===== src/rtl/sort_pkg.sv =====
// Shared defaults and controller state encoding for the bubble-sort host and its benches.
package sort_pkg;

    localparam int unsigned DATA_W  = 32;
    localparam int unsigned MAX_LEN = 1024;
    localparam int unsigned CNT_W   = $clog2(MAX_LEN) + 1;

    typedef enum logic [2:0] {
        ST_IDLE,
        ST_LOAD,
        ST_GAP,
        ST_START,
        ST_RELEASE,
        ST_DRAIN
    } sort_state_t;

endpackage


===== src/rtl/sort_host_if.sv =====
// Stream bundle of sort_host: unsorted input stream (s_*) and sorted output stream (m_*).
interface sort_host_if #(
    parameter int unsigned DATA_W = sort_pkg::DATA_W
);

    logic [DATA_W-1:0] s_data;
    logic              s_valid;
    logic              s_last;
    logic              s_ready;
    logic [DATA_W-1:0] m_data;
    logic              m_valid;
    logic              m_last;
    logic              m_ready;

    modport slave (
        input  s_data, s_valid, s_last, m_ready,
        output s_ready, m_data, m_valid, m_last
    );

    modport master (
        output s_data, s_valid, s_last, m_ready,
        input  s_ready, m_data, m_valid, m_last
    );

endinterface


===== src/rtl/sort_reset_sync.sv =====
// Sorter reset: asserts asynchronously with resetn, releases two clocks after resetn rises.
module sort_reset_sync (
    input  logic clock,
    input  logic resetn,
    output logic sort_reset
);

    logic [1:0] stage;

    always_ff @(posedge clock or negedge resetn) begin
        if (!resetn) begin
            stage <= '1;
        end else begin
            stage <= {stage[0], 1'b0};
        end
    end

    assign sort_reset = stage[1];

endmodule


===== src/rtl/sort_host.sv =====
// Host controller for the bubble-sort accelerator: loads a streamed array, runs the
// start/allDoneFlag handshake, drains the sorted FIFO and measures the sort duration.
module sort_host
    import sort_pkg::*;
(
    input  logic              clock,
    input  logic              resetn,
    sort_host_if.slave        bus,
    output logic              sortReset,
    output logic              writeEnable,
    output logic [DATA_W-1:0] inputArray,
    output logic              start,
    input  logic              allDoneFlag,
    output logic              readEnable,
    input  logic [DATA_W-1:0] SortedArray,
    output logic              busy,
    output logic              done,
    output logic [31:0]       sortCycles
);

    sort_state_t      state, state_next;
    logic [CNT_W-1:0] len, rem, len_inc;
    logic             accept, pop, last_beat;

    sort_reset_sync u_reset_sync (
        .clock     (clock),
        .resetn    (resetn),
        .sort_reset(sortReset)
    );

    // Input is held off while the sorter is still coming out of reset.
    always_comb begin
        len_inc   = (state == ST_IDLE) ? CNT_W'(1) : len + CNT_W'(1);
        accept    = (state == ST_IDLE || state == ST_LOAD) && bus.s_valid && !sortReset;
        pop       = (state == ST_DRAIN) && bus.m_ready;
        last_beat = (rem == CNT_W'(1));
    end

    always_comb begin
        state_next  = state;
        bus.s_ready = 1'b0;
        bus.m_valid = 1'b0;
        bus.m_last  = 1'b0;
        bus.m_data  = '0;
        readEnable  = 1'b0;
        busy        = (state != ST_IDLE);
        case (state)
            ST_IDLE, ST_LOAD: begin
                bus.s_ready = !sortReset;
                if (accept) begin
                    state_next = (bus.s_last || len_inc == CNT_W'(MAX_LEN)) ? ST_GAP : ST_LOAD;
                end
            end
            ST_GAP: state_next = ST_START;
            ST_START: begin
                if (start && allDoneFlag) state_next = ST_RELEASE;
            end
            ST_RELEASE: begin
                if (!allDoneFlag) state_next = ST_DRAIN;
            end
            ST_DRAIN: begin
                bus.m_valid = 1'b1;
                bus.m_data  = SortedArray;
                bus.m_last  = last_beat;
                readEnable  = pop;
                if (pop && last_beat) state_next = ST_IDLE;
            end
            default: state_next = ST_IDLE;
        endcase
    end

    always_ff @(posedge clock or negedge resetn) begin
        if (!resetn) begin
            state       <= ST_IDLE;
            len         <= '0;
            rem         <= '0;
            writeEnable <= 1'b0;
            inputArray  <= '0;
            start       <= 1'b0;
            done        <= 1'b0;
            sortCycles  <= '0;
        end else begin
            state       <= state_next;
            writeEnable <= accept;
            if (accept) begin
                inputArray <= bus.s_data;
                len        <= len_inc;
            end
            // start rises one cycle into START and drops on the edge that samples allDoneFlag.
            start <= (state == ST_START) && !(start && allDoneFlag);
            done  <= pop && last_beat;
            if (state == ST_RELEASE) begin
                rem <= len;
            end else if (pop) begin
                rem <= rem - CNT_W'(1);
            end
            if (state == ST_START) begin
                if (!start) begin
                    sortCycles <= '0;
                end else if (sortCycles != '1) begin
                    sortCycles <= sortCycles + 32'd1;
                end
            end
        end
    end

endmodule

===== src/flat_wrapper.sv =====
// flat-port wrapper written by rule: the top's interface ports become plain ports
module sort_host_flat import sort_pkg::*;
  (clock, resetn, sortReset, writeEnable, inputArray, start, allDoneFlag, readEnable, SortedArray, busy, done, sortCycles, bus_s_data, bus_s_valid, bus_s_last, bus_m_ready, bus_s_ready, bus_m_data, bus_m_valid, bus_m_last);
  sort_host_if bus_i ();
  input  logic clock;
  input  logic resetn;
  output logic sortReset;
  output logic writeEnable;
  output logic [DATA_W-1:0] inputArray;
  output logic start;
  input  logic allDoneFlag;
  output logic readEnable;
  input  logic [DATA_W-1:0] SortedArray;
  output logic busy;
  output logic done;
  output logic [31:0] sortCycles;
  input wire logic [$bits(bus_i.s_data)-1:0] bus_s_data;
  input wire logic [$bits(bus_i.s_valid)-1:0] bus_s_valid;
  input wire logic [$bits(bus_i.s_last)-1:0] bus_s_last;
  input wire logic [$bits(bus_i.m_ready)-1:0] bus_m_ready;
  output wire logic [$bits(bus_i.s_ready)-1:0] bus_s_ready;
  output wire logic [$bits(bus_i.m_data)-1:0] bus_m_data;
  output wire logic [$bits(bus_i.m_valid)-1:0] bus_m_valid;
  output wire logic [$bits(bus_i.m_last)-1:0] bus_m_last;
  assign bus_i.s_data = bus_s_data;
  assign bus_i.s_valid = bus_s_valid;
  assign bus_i.s_last = bus_s_last;
  assign bus_i.m_ready = bus_m_ready;
  assign bus_s_ready = bus_i.s_ready;
  assign bus_m_data = bus_i.m_data;
  assign bus_m_valid = bus_i.m_valid;
  assign bus_m_last = bus_i.m_last;
  sort_host u_core (.clock(clock), .resetn(resetn), .bus(bus_i), .sortReset(sortReset), .writeEnable(writeEnable), .inputArray(inputArray), .start(start), .allDoneFlag(allDoneFlag), .readEnable(readEnable), .SortedArray(SortedArray), .busy(busy), .done(done), .sortCycles(sortCycles));
endmodule

===== config.mk =====
export PLATFORM = sky130hd
export DESIGN_NAME = sort_host_flat
export DESIGN_NICKNAME = d
export VERILOG_FILES = /design/src/rtl/sort_pkg.sv /design/src/rtl/sort_host_if.sv /design/src/rtl/sort_reset_sync.sv /design/src/rtl/sort_host.sv /design/src/flat_wrapper.sv
export SDC_FILE = /design/constraint.sdc
export NUM_CORES = 1
export LEC_CHECK = 0
export BUFFER_PORTS_ARGS = -buffer_cell sky130_fd_sc_hd__buf_2
export CAP_MARGIN = 5
export CORE_UTILIZATION = 54
export CTS_CLUSTER_SIZE = 28
export DETAILED_ROUTE_END_ITERATION = 12
export GPL_TIMING_DRIVEN = 0
export PLACE_DENSITY = 0.83
export SETUP_SLACK_MARGIN = 0.15
export SYNTH_ARGS = -nofsm -noshare
export SYNTH_HDL_FRONTEND = slang
export SYNTH_SLANG_ARGS = --single-unit
export TNS_END_PERCENT = 50

===== constraint.sdc =====
create_clock -name clock -period 3.6 [get_ports clock]
set_clock_uncertainty 0.2 [all_clocks]
set_input_delay 0.72 -clock clock [delete_from_list [all_inputs] [get_ports clock]]
set_output_delay 0.72 -clock clock [all_outputs]
set_load 0.05 [all_outputs]

==> out/results.txt <==
Crit share post-route = 0.9084
Port Buffers = 174
Yosys warnings = 0
Post_cts resized = 0
Clk slew on worst S/H paths = 0.10 ns
Minimum clock period after layout = 3.270 ns
Fmax = 305.8 MHz
Initial antenna violation count = 0
Post-Synth Simple-Gate Area = 0.3262
Starting Density = 0.5683
Worst slew pin tran = 0.7965 ns
Syn_nets = 659
#FFs+latches synth = 94
Drt first pass iters = 11
Peak supply drop = 0.6140 mV
Ys async rst share = 1.000
Clk sinks = 94
Largest net degree at the start of global routing = 67
Pre-CTS setup slack = 0.6202 ns
CTS Hold Buffers Added = 0
TritonCTS clock tree = built
Clock Latency Late Sink = 0.37 ns
Final design instance area without fill = 6300 um2
Root buffer cell = clkbuf_8
Buf+Inv Stages, Crit Path = 2
Failing checks = design-rule violations
Die X = 98.50 um
Setup crit start kind = flip-flop
DR WL/cell = 15.68 um
CP max FO = 7
Area Overhead vs Synth = 25.28%
Rows = 34
Critical-path top delay cell = or4_1
Final WL = 13860 um
Top FF cell, synth = dfrtp_1
Mux share of post-synthesis cell area = 0
Largest family of logic cells by synthesized area = simple AND/OR/NAND/NOR gates
Fraction of the mapped netlist area in adder cells = 0.009953
CP arrival = 2.35 ns
Drt initial violations = 276
TritonCTS buffer count = 9
Post-Synth XOR/XNOR Area = 0.008709
Setup tns final = 0 ns
LEAKAGE = 3.231 nW
Total number of vias = 5094
H-tree depth = 3
Gate Count Post-Synth = 585
Layout cells sized above 1 = 0.2861
Nets = 845
Fin util = 0.7120
CTS max path bufs = 2
RSZ-0062 raised after global routing = no
Crit-path leading delay family = simple AND/OR/NAND/NOR gates
DRC = 7
Max-Cap Viols = 0
Vias in the first global route = 4806
Final worst slack = 0.3298 ns
Synth Area in Compound Gates = 0.1458
Hold crit path type = primary input to async pin
Post-synth top area share = 0.4578
Number of flops mapped to enable cells by yosys = 0
FILL cells = 708
Post-Syn Area per Cell = 8.596 um2
Worst Reg-to-Reg Cells = 7
Synth top cells by count = 149 x nand2_1, 92 x dfrtp_1, 34 x and2_1
Total core area = 8848 um2
FF-to-FF Start = u_core.len[0]$_DFFE_PN0P_
Worst r2r dst = u_core.state[0]$_DFFE_PN0P_
Worst Setup End Kind = output pin
Critical path depth in cells = 6
Vias per cell = 5.762
Yosys top cell by area = dfrtp_1
Die area = 9702 um2
Status = finished with violations
Crit-path max cell delay = 0.48 ns
Synth area leaders = dfrtp_1 46%, nand2_1 11%, and2_1 4.2%, o21ai_0 3.1%, a21oi_1 2.7%
CP Data Required Time = 2.68 ns
Final setup violation count = 0
Hold violation count in the final report = 0
Ant diodes = 0
RD Place Congestion = 0.9036
Die Ht = 98.50 um
Rel. slew slack = 0.4641
Final HPWL DP = 10300 um
Reg2reg setup slack = 0.83 ns
GRT Total Usage = 0.2904
Final-report max-slew violation count = 0
Power per cell area = 694.8 nW/um2
Crit path cell chain = or4_1, clkbuf_1, nor4_2, nand3_1, nor3_1, buf_2
Most numerous cell in the Yosys netlist = nand2_1
Global-route wire length before repair = 22740 um
Grt ovf = 0
Min Hold Slack = 0.07923 ns
Setup CP Type = flip-flop to output pin
Placed Instance Area = 6065 um2
Mapped cell area = 5029 um2
IO Count = 175
Seq/Total Area, Yosys = 0.4683
Routed Antenna Nets = 0
Yosys cell types = 69
Post-CTS setup buffers = 0
## how the worst max path moves through the flow
stage,startpoint,endpoint,slack [ns]
6_report,u_core.rem[3]$_DFFE_PN0P_,bus_m_last,0.33
5_1_grt,u_core.state[1]$_DFFE_PN0P_,bus_m_data[21],0.20
4_1_cts,u_core.rem[3]$_DFFE_PN0P_,bus_m_last,0.22
3_5_place_dp,u_core.rem[3]$_DFFE_PN0P_,bus_m_last,0.62
3_3_place_gp,u_core.rem[3]$_DFFE_PN0P_,bus_m_last,0.67
2_1_floorplan,u_core.rem[3]$_DFFE_PN0P_,bus_m_last,0.21
## worst reg2reg max path, stage by stage, from the launching register on
cell      delay (ns)
dfrtp_1         0.52
ha_1            0.20
clkbuf_1        0.28
and2_1          0.30
a21boi_0        0.20
o221ai_1        0.17
nor4b_1         0.61
o32ai_1         0.16
## flip-flops by register name (all words and copies together) (netlist names)
name / count
u_core.start: 1
u_core.len: 11
u_core.writeEnable: 1
u_core.done: 1
u_core.state: 3
u_core.rem: 11
u_core.sortCycles: 32
u_core.inputArray: 32
u_core.u_reset_sync.stage: 2
## cell usage in the layout, fill, tap and decap left out, drive strengths merged, types with 3 or more instances in the layout
cell type  synthesis  routed
o21ai             31      31
nor2              33      33
o211ai             4       4
or3                8       8
a41o               3       3
nor4               9       9
or4               13      13
inv               11      14
and3               7       7
clkbuf            19      28
xnor2              3       3
nor3               9       9
nand2b             4       4
o31a               3       3
nand2            149     149
and4               8       8
dfrtp             92      92
a21oi             27      27
buf               14     189
nor2b              3       3
and2              36      36
a221o              6       6
o31ai             11      11
nand4             16      16
nand3             20      20
a31oi              6       6
ha                 4       4
## kinds of logic after synthesis
logic type / count (synthesis)
xor+xnor: 5
simple gates: 325
flops: 94
other cells: 1
buf+inv: 44
fa+ha+maj: 4
compound gates: 112
## where the power goes
part / leakage (nW) / internal (mW) / switching, mW / total, mW
Combinational: 1.88 / 0.520 / 1.52 / 2.04
Clock: 0.118 / 0.404 / 0.402 / 0.806
Sequential: 1.24 / 1.32 / 0.208 / 1.53
Total: 3.23 / 2.24 / 2.13 / 4.38
## metal layers
layer	GRT usage	share of wire	vias to the layer above
li1	-	-	2445
met1	0.3709	0.41	2428
met2	0.4859	0.50	186
met3	0.06170	0.059	35
met4	0.1137	0.027	0
met5	0	0	-
## metrics by stage
stage,total power [mW],instances
3_3_place_gp,3.501,867
5_1_grt,4.603,884
2_1_floorplan,3.024,585
6_report,4.377,884
4_1_cts,4.378,884
3_5_place_dp,3.567,868
## layout make-up
class / count / area, um2 / area share
Clock inverter: 7 / 105.1 / 0.01668
Timing Repair Buffer: 175 / 900.9 / 0.1430
Sequential cell: 94 / 2355 / 0.3738
Clock buffer: 9 / 123.9 / 0.01966
Tap cell: 108 / 135.1 / 0.02145
Multi-Input combinational cell: 447 / 2477 / 0.3932
Buffer: 33 / 161.4 / 0.02562
Inverter: 11 / 41.29 / 0.006554
(Power assumes the default switching activity.)
